[src/rtl/if_fetch_unit.sv]
// if_fetch_unit
// Instruction-fetch front end: owns the fetch PC, drives the instruction
// memory req/ack port and presents a registered {inst, pc, valid} triple
// to the IF stage. Handles trap / mret / branch-jump redirects, including
// redirects that land while a request is still in flight (DRAIN), and a
// one-entry skid buffer for a response that arrives while downstream stalls.

module if_fetch_unit #(
   parameter logic [31:0] RESET_PC = 32'h0000_0000,
   parameter logic [31:0] NOP_INST = 32'h0000_0013
) (
   input  logic        clk,
   input  logic        rst,
   input  logic        ifetch_stall,
   input  logic        ifetch_redirect_trap,
   input  logic [31:0] ifetch_mtvec,
   input  logic        ifetch_redirect_mret,
   input  logic [31:0] ifetch_mepc,
   input  logic        ifetch_redirect_bj,
   input  logic [31:0] ifetch_bj_target,
   output logic        imem_req,
   output logic [31:0] imem_addr,
   input  logic        imem_ack,
   input  logic [31:0] imem_rdata,
   output logic [31:0] ifetch_inst,
   output logic [31:0] ifetch_pc,
   output logic        ifetch_valid
);

   // FETCH: request active for pc_q.
   // DRAIN: a request is outstanding but its response is already stale.
   // SKID : skid buffer holds a response, no request issued.
   typedef enum logic [1:0] {
      ST_FETCH = 2'd0,
      ST_DRAIN = 2'd1,
      ST_SKID  = 2'd2
   } state_e;

   state_e      state_q, state_d;
   logic [31:0] pc_q, pc_d;
   logic [31:0] pend_q, pend_d;
   logic [31:0] skid_inst_q, skid_inst_d;
   logic [31:0] skid_pc_q, skid_pc_d;
   logic [31:0] out_inst_q, out_inst_d;
   logic [31:0] out_pc_q, out_pc_d;
   logic        out_valid_q, out_valid_d;

   logic        redirect_s;
   logic [31:0] redirect_target_s;
   logic        slot_free_s;
   logic [31:0] pc_plus4_s;
   logic [31:0] out_data_s;

   // Combine the three redirect sources; trap outranks mret, mret outranks bj.
   always_comb begin
      redirect_s = ifetch_redirect_trap | ifetch_redirect_mret | ifetch_redirect_bj;
      if (ifetch_redirect_trap) begin
         redirect_target_s = ifetch_mtvec;
      end else if (ifetch_redirect_mret) begin
         redirect_target_s = ifetch_mepc;
      end else begin
         redirect_target_s = ifetch_bj_target;
      end
   end

   // The output slot can take new data when it is empty or being consumed.
   always_comb begin
      slot_free_s = !out_valid_q || !ifetch_stall;
      pc_plus4_s  = pc_q + 32'd4;
   end

   // State register of the fetch FSM.
   always_ff @(posedge clk or posedge rst) begin
      if (rst) begin
         state_q <= ST_FETCH;
      end else begin
         state_q <= state_d;
      end
   end

   // Next-state decision of the fetch FSM.
   always_comb begin
      state_d = state_q;
      case (state_q)
         ST_FETCH: begin
            if (imem_ack) begin
               if (redirect_s) begin
                  state_d = ST_FETCH;
               end else if (slot_free_s) begin
                  state_d = ST_FETCH;
               end else begin
                  state_d = ST_SKID;
               end
            end else if (redirect_s) begin
               state_d = ST_DRAIN;
            end else begin
               state_d = ST_FETCH;
            end
         end
         ST_DRAIN: begin
            if (imem_ack) begin
               state_d = ST_FETCH;
            end else begin
               state_d = ST_DRAIN;
            end
         end
         ST_SKID: begin
            if (redirect_s) begin
               state_d = ST_FETCH;
            end else if (!ifetch_stall) begin
               state_d = ST_FETCH;
            end else begin
               state_d = ST_SKID;
            end
         end
         default: begin
            state_d = ST_FETCH;
         end
      endcase
   end

   // Datapath updates (PC, pending target, skid entry, output triple) per state.
   always_comb begin
      pc_d        = pc_q;
      pend_d      = pend_q;
      skid_inst_d = skid_inst_q;
      skid_pc_d   = skid_pc_q;
      out_data_s  = out_inst_q;
      out_pc_d    = out_pc_q;
      // A consumed or empty slot falls back to invalid unless reloaded below.
      out_valid_d = slot_free_s ? 1'b0 : out_valid_q;
      case (state_q)
         ST_FETCH: begin
            if (imem_ack) begin
               if (redirect_s) begin
                  // Response belongs to the old path: drop it and restart.
                  pc_d        = redirect_target_s;
                  out_valid_d = 1'b0;
               end else if (slot_free_s) begin
                  out_data_s  = imem_rdata;
                  out_pc_d    = pc_q;
                  out_valid_d = 1'b1;
                  pc_d        = pc_plus4_s;
               end else begin
                  skid_inst_d = imem_rdata;
                  skid_pc_d   = pc_q;
                  pc_d        = pc_plus4_s;
               end
            end else if (redirect_s) begin
               // Request still in flight: remember where to go once it drains.
               pend_d      = redirect_target_s;
               out_valid_d = 1'b0;
            end else begin
               pend_d = pend_q;
            end
         end
         ST_DRAIN: begin
            out_valid_d = 1'b0;
            if (imem_ack) begin
               if (redirect_s) begin
                  pc_d = redirect_target_s;
               end else begin
                  pc_d = pend_q;
               end
            end else if (redirect_s) begin
               // Latest redirect wins.
               pend_d = redirect_target_s;
            end else begin
               pend_d = pend_q;
            end
         end
         ST_SKID: begin
            if (redirect_s) begin
               pc_d        = redirect_target_s;
               out_valid_d = 1'b0;
            end else if (!ifetch_stall) begin
               out_data_s  = skid_inst_q;
               out_pc_d    = skid_pc_q;
               out_valid_d = 1'b1;
            end else begin
               out_valid_d = out_valid_q;
            end
         end
         default: begin
            out_valid_d = 1'b0;
         end
      endcase
      // An invalid slot always carries the NOP encoding.
      out_inst_d = out_valid_d ? out_data_s : NOP_INST;
   end

   // Datapath registers with asynchronous reset.
   always_ff @(posedge clk or posedge rst) begin
      if (rst) begin
         pc_q        <= RESET_PC;
         pend_q      <= 32'h0000_0000;
         skid_inst_q <= 32'h0000_0000;
         skid_pc_q   <= 32'h0000_0000;
         out_inst_q  <= NOP_INST;
         out_pc_q    <= RESET_PC;
         out_valid_q <= 1'b0;
      end else begin
         pc_q        <= pc_d;
         pend_q      <= pend_d;
         skid_inst_q <= skid_inst_d;
         skid_pc_q   <= skid_pc_d;
         out_inst_q  <= out_inst_d;
         out_pc_q    <= out_pc_d;
         out_valid_q <= out_valid_d;
      end
   end

   // Output decode: request is live in FETCH/DRAIN and forced low during reset.
   always_comb begin
      imem_req     = ((state_q == ST_FETCH) || (state_q == ST_DRAIN)) && !rst;
      imem_addr    = pc_q;
      ifetch_inst  = out_inst_q;
      ifetch_pc    = out_pc_q;
      ifetch_valid = out_valid_q;
   end

endmodule

[config.mk]
export PLATFORM = sky130hd
export DESIGN_NAME = if_fetch_unit
export DESIGN_NICKNAME = d
export VERILOG_FILES = /design/src/rtl/if_fetch_unit.sv
export SDC_FILE = /design/constraint.sdc
export NUM_CORES = 1
export LEC_CHECK = 0
export ABC_AREA = 0
export ABC_CLOCK_PERIOD_IN_PS = 9600
export CORE_MARGIN = 2
export CORE_UTILIZATION = 52
export CTS_BUF_LIST = sky130_fd_sc_hd__clkbuf_16
export DETAILED_ROUTE_END_ITERATION = 10
export PLACE_DENSITY = 0.9
export SKIP_LAST_GASP = 1
export SYNTH_ARGS = -nofsm -noshare
export SYNTH_HDL_FRONTEND = slang
export SYNTH_SLANG_ARGS = --single-unit
export TNS_END_PERCENT = 20
[constraint.sdc]
create_clock -name clk -period 9.6 [get_ports clk]
set_input_delay 1.92 -clock clk [delete_from_list [all_inputs] [get_ports clk]]
set_output_delay 1.92 -clock clk [all_outputs]
set_load 0.005 [all_outputs]
==> reports/qor.csv <==
metric,value,unit
drtIter0Drc,1071,
cp_cell_sequence,clkdlybuf4s50_1 > nor2_1 > clkdlybuf4s50_1,
post_cts.repair.setup_buffers,0,
num-fill-cells,1508,
path_buf_inv,2,
fin_setup_tns,0,ns
cts-root-buf,clkbuf_16,
crit_family,buffers and inverters,
r2r_slack,6.67,ns
clock_skew,0.0107,ns
fmax,200,MHz
ant_nets,0,
die-area,0.0216,mm^2
cp.arrival,3.08,ns
ir_drop,0.000103,V
setup.worst_path.class,input port to output pin,
clk_latency,0.44,ns
synth_edf_count,0,
via_per_inst,6.17,
area_growth,28.5,%
crit_path_max_incr_delay,0.51,ns
coreArea,0.0202,mm^2
overflow,0,
rows,52,
synthArstFlopShare,100,%
grt_pass1_vias,8949,
period_share,52.0,%
pre_cts_slack,4.59,ns
p_switching,754,uW
total_power,2.34,mW
ys.warnings.count,0,
place.gp.congestion,0.916,
die_w,147,um
maxCapViolCount,0,
p_seq_share,45.6,%
antenna_found_initial,0,
hold_path.startpoint,ifetch_pc[31],
drc,0,
fin_crit,5.00,ns
first_pass_iters,6,
setup_violations,0,
status,finished clean,
power_leakage,5.68,nW
yosysSeqAreaShare,46.0,%
ctsResizeCount,0,
ctsHtreeMaxLevel,4,
die_h,147,um
start_util,52.7,%
cellPowerDensity,171,mW/mm^2
slew_headroom,12.0,%
grt_max_degree,116,
cts_tree,done,
ys.flop_type,dfrtp_1,
rsz0062_at_grt,no,
path_clk_slew,0.07,ns
diodes,0,
synth_area,0.0106,mm^2
hold-path-endpoint,ifetch_pc[31],
postSynthCellCount,1051,
crit_required,7.68,ns
cp.depth,3,
grt_pass1_wl,47900,um
path_max_fanout,2,
start_kind,input port,
routed_wl,30100,um
dp_hpwl,20200,um
p_clk_share,30.8,%
switching_share,32.3,%
avgSynthCellArea,10.1,um^2
finalMaxSlewViolations,0,
slowest_stage,clkdlybuf4s50_1,
holdBufCountCts,0,
rr_endpoint,skid_pc_q[7],
num_vias,9301,
yosys_register_bits,195,
fin_util,67.7,%
combPwrFrac,23.7,%
synth_cell_types,67,
p_int,1.58,mW
cts_buffer_depth,2,
holdPathStages,2,
drive_above_1_share,12.1,%
r2r_cells,6,
synth_nets,1191,
cts_buffers,17,
finalHoldViolations,0,
io-pin-count,233,
grtUsageTotal,27.7,%
regToRegStartpoint,state_q[1],
wl_per_cell,20.0,um
worst_pin_slew,1.31,ns
clkSinkCount,195,
mostFrequentLayoutCells,"231 x clkdlybuf4s50_1, 192 x dfrtp_1, 104 x nand2_1",
crit_top_cell,clkdlybuf4s50_1,
hold_path_class,flop to flop,
io_buffers,232,
fin_ws,4.60,ns
layout.nets,1365,
cp-end-kind,output pin,
final_common_cell,clkdlybuf4s50_1,
## synth_stat cells (3+ instances only)
master / count / area share, %
buf_1: 5 / 0.18
nor3_1: 13 / 0.61
o22ai_1: 5 / 0.29
xor2_1: 3 / 0.25
and3_1: 7 / 0.41
buf_2: 22 / 1.0
o31ai_1: 10 / 0.71
a211oi_1: 19 / 1.3
a31oi_1: 9 / 0.53
a2111oi_0: 3 / 0.25
o211a_1: 5 / 0.47
a211o_1: 8 / 0.66
nand2_1: 105 / 3.7
nand2b_1: 12 / 0.71
mux2i_1: 94 / 8.9
o31a_1: 5 / 0.41
xnor2_1: 5 / 0.41
a221oi_1: 4 / 0.33
nor2b_1: 9 / 0.53
a21oi_1: 39 / 1.8
mux2_2: 85 / 9.0
o221ai_1: 8 / 0.66
ha_1: 5 / 0.59
o211ai_1: 11 / 0.78
nor2_1: 35 / 1.2
and2_1: 6 / 0.35
nor4_1: 12 / 0.71
o2bb2ai_1: 30 / 2.5
a22o_1: 3 / 0.25
nand3_1: 34 / 1.6
o21ai_0: 99 / 4.7
a311oi_1: 3 / 0.25
nand4_1: 8 / 0.47
a22oi_1: 4 / 0.28
inv_1: 17 / 0.60
or3_1: 3 / 0.18
a21o_1: 13 / 0.92
dfstp_2: 3 / 0.74
o221a_2: 4 / 0.42
clkbuf_1: 59 / 2.1
dfrtp_1: 192 / 45
## final cells by class
class	instances	area, um^2	area share [%]
clock buffers	17	425	3.11
clock inverters	15	178	1.30
inverters	18	75.1	0.550
multi-input cells	748	5340	39.1
repair buffers	245	2410	17.7
well taps	270	338	2.47
flip-flops and latches	195	4880	35.8
## power groups by stage
stage          combinational (mW)  sequential (mW)  clock, mW
6_report                    0.553             1.06      0.719
5_1_grt                     0.601             1.08      0.763
4_1_cts                     0.551             1.06      0.729
3_5_place_dp                0.546             1.08          0
3_3_place_gp                0.529             1.07          0
2_1_floorplan               0.271             1.03          0
## kinds of logic after synthesis
group / synth area share (%)
compound gates: 19.3
xor+xnor: 0.659
fa+ha+maj: 0.589
buf+inv: 4.20
flops: 46.0
mux: 17.9
simple gates: 11.5
## routing by layer
metal	part of all wire, %	GRT usage (%)	wire length [um]	up-vias
li1	-	-	-	4246
met1	41	39.0	12300	4442
met2	47	43.1	14300	537
met3	8.9	6.09	2680	76
met4	2.8	9.28	847	0
met5	0	0	0	-
## state kept, by name (all words and copies together), names as in the netlist
signal and flops:
skid_pc_q 32, ifetch_valid 1, state_q 2, skid_inst_q 32, pend_q 32, imem_addr 32, ifetch_inst 32, ifetch_pc 32
## worst reg2reg max path: stages, from the launching register on
cell     delay (ns)
dfrtp_1        0.47
inv_1          0.12
ha_1           0.34
nand3_1        0.21
nor2_4         0.70
buf_4          0.57
mux2_2         0.41
## worst max-delay path by stage
stage          slack, ns               to  startpoint
2_1_floorplan       2.37  ifetch_inst[10]         rst
3_3_place_gp        4.59         imem_req         rst
3_5_place_dp        4.59         imem_req         rst
4_1_cts             4.59         imem_req         rst
5_1_grt             4.58         imem_req         rst
6_report            4.60         imem_req         rst
## per-stage QoR
stage	cells	instance area, um^2	hold slack (ns)
6_report	1508	13700	0.480
4_1_cts	1508	13700	0.480
3_3_place_gp	1476	13100	0.453
5_1_grt	1508	13700	0.508
2_1_floorplan	1051	10600	0.442
3_5_place_dp	1476	13100	0.463
Power figures use the tool's default switching activity.
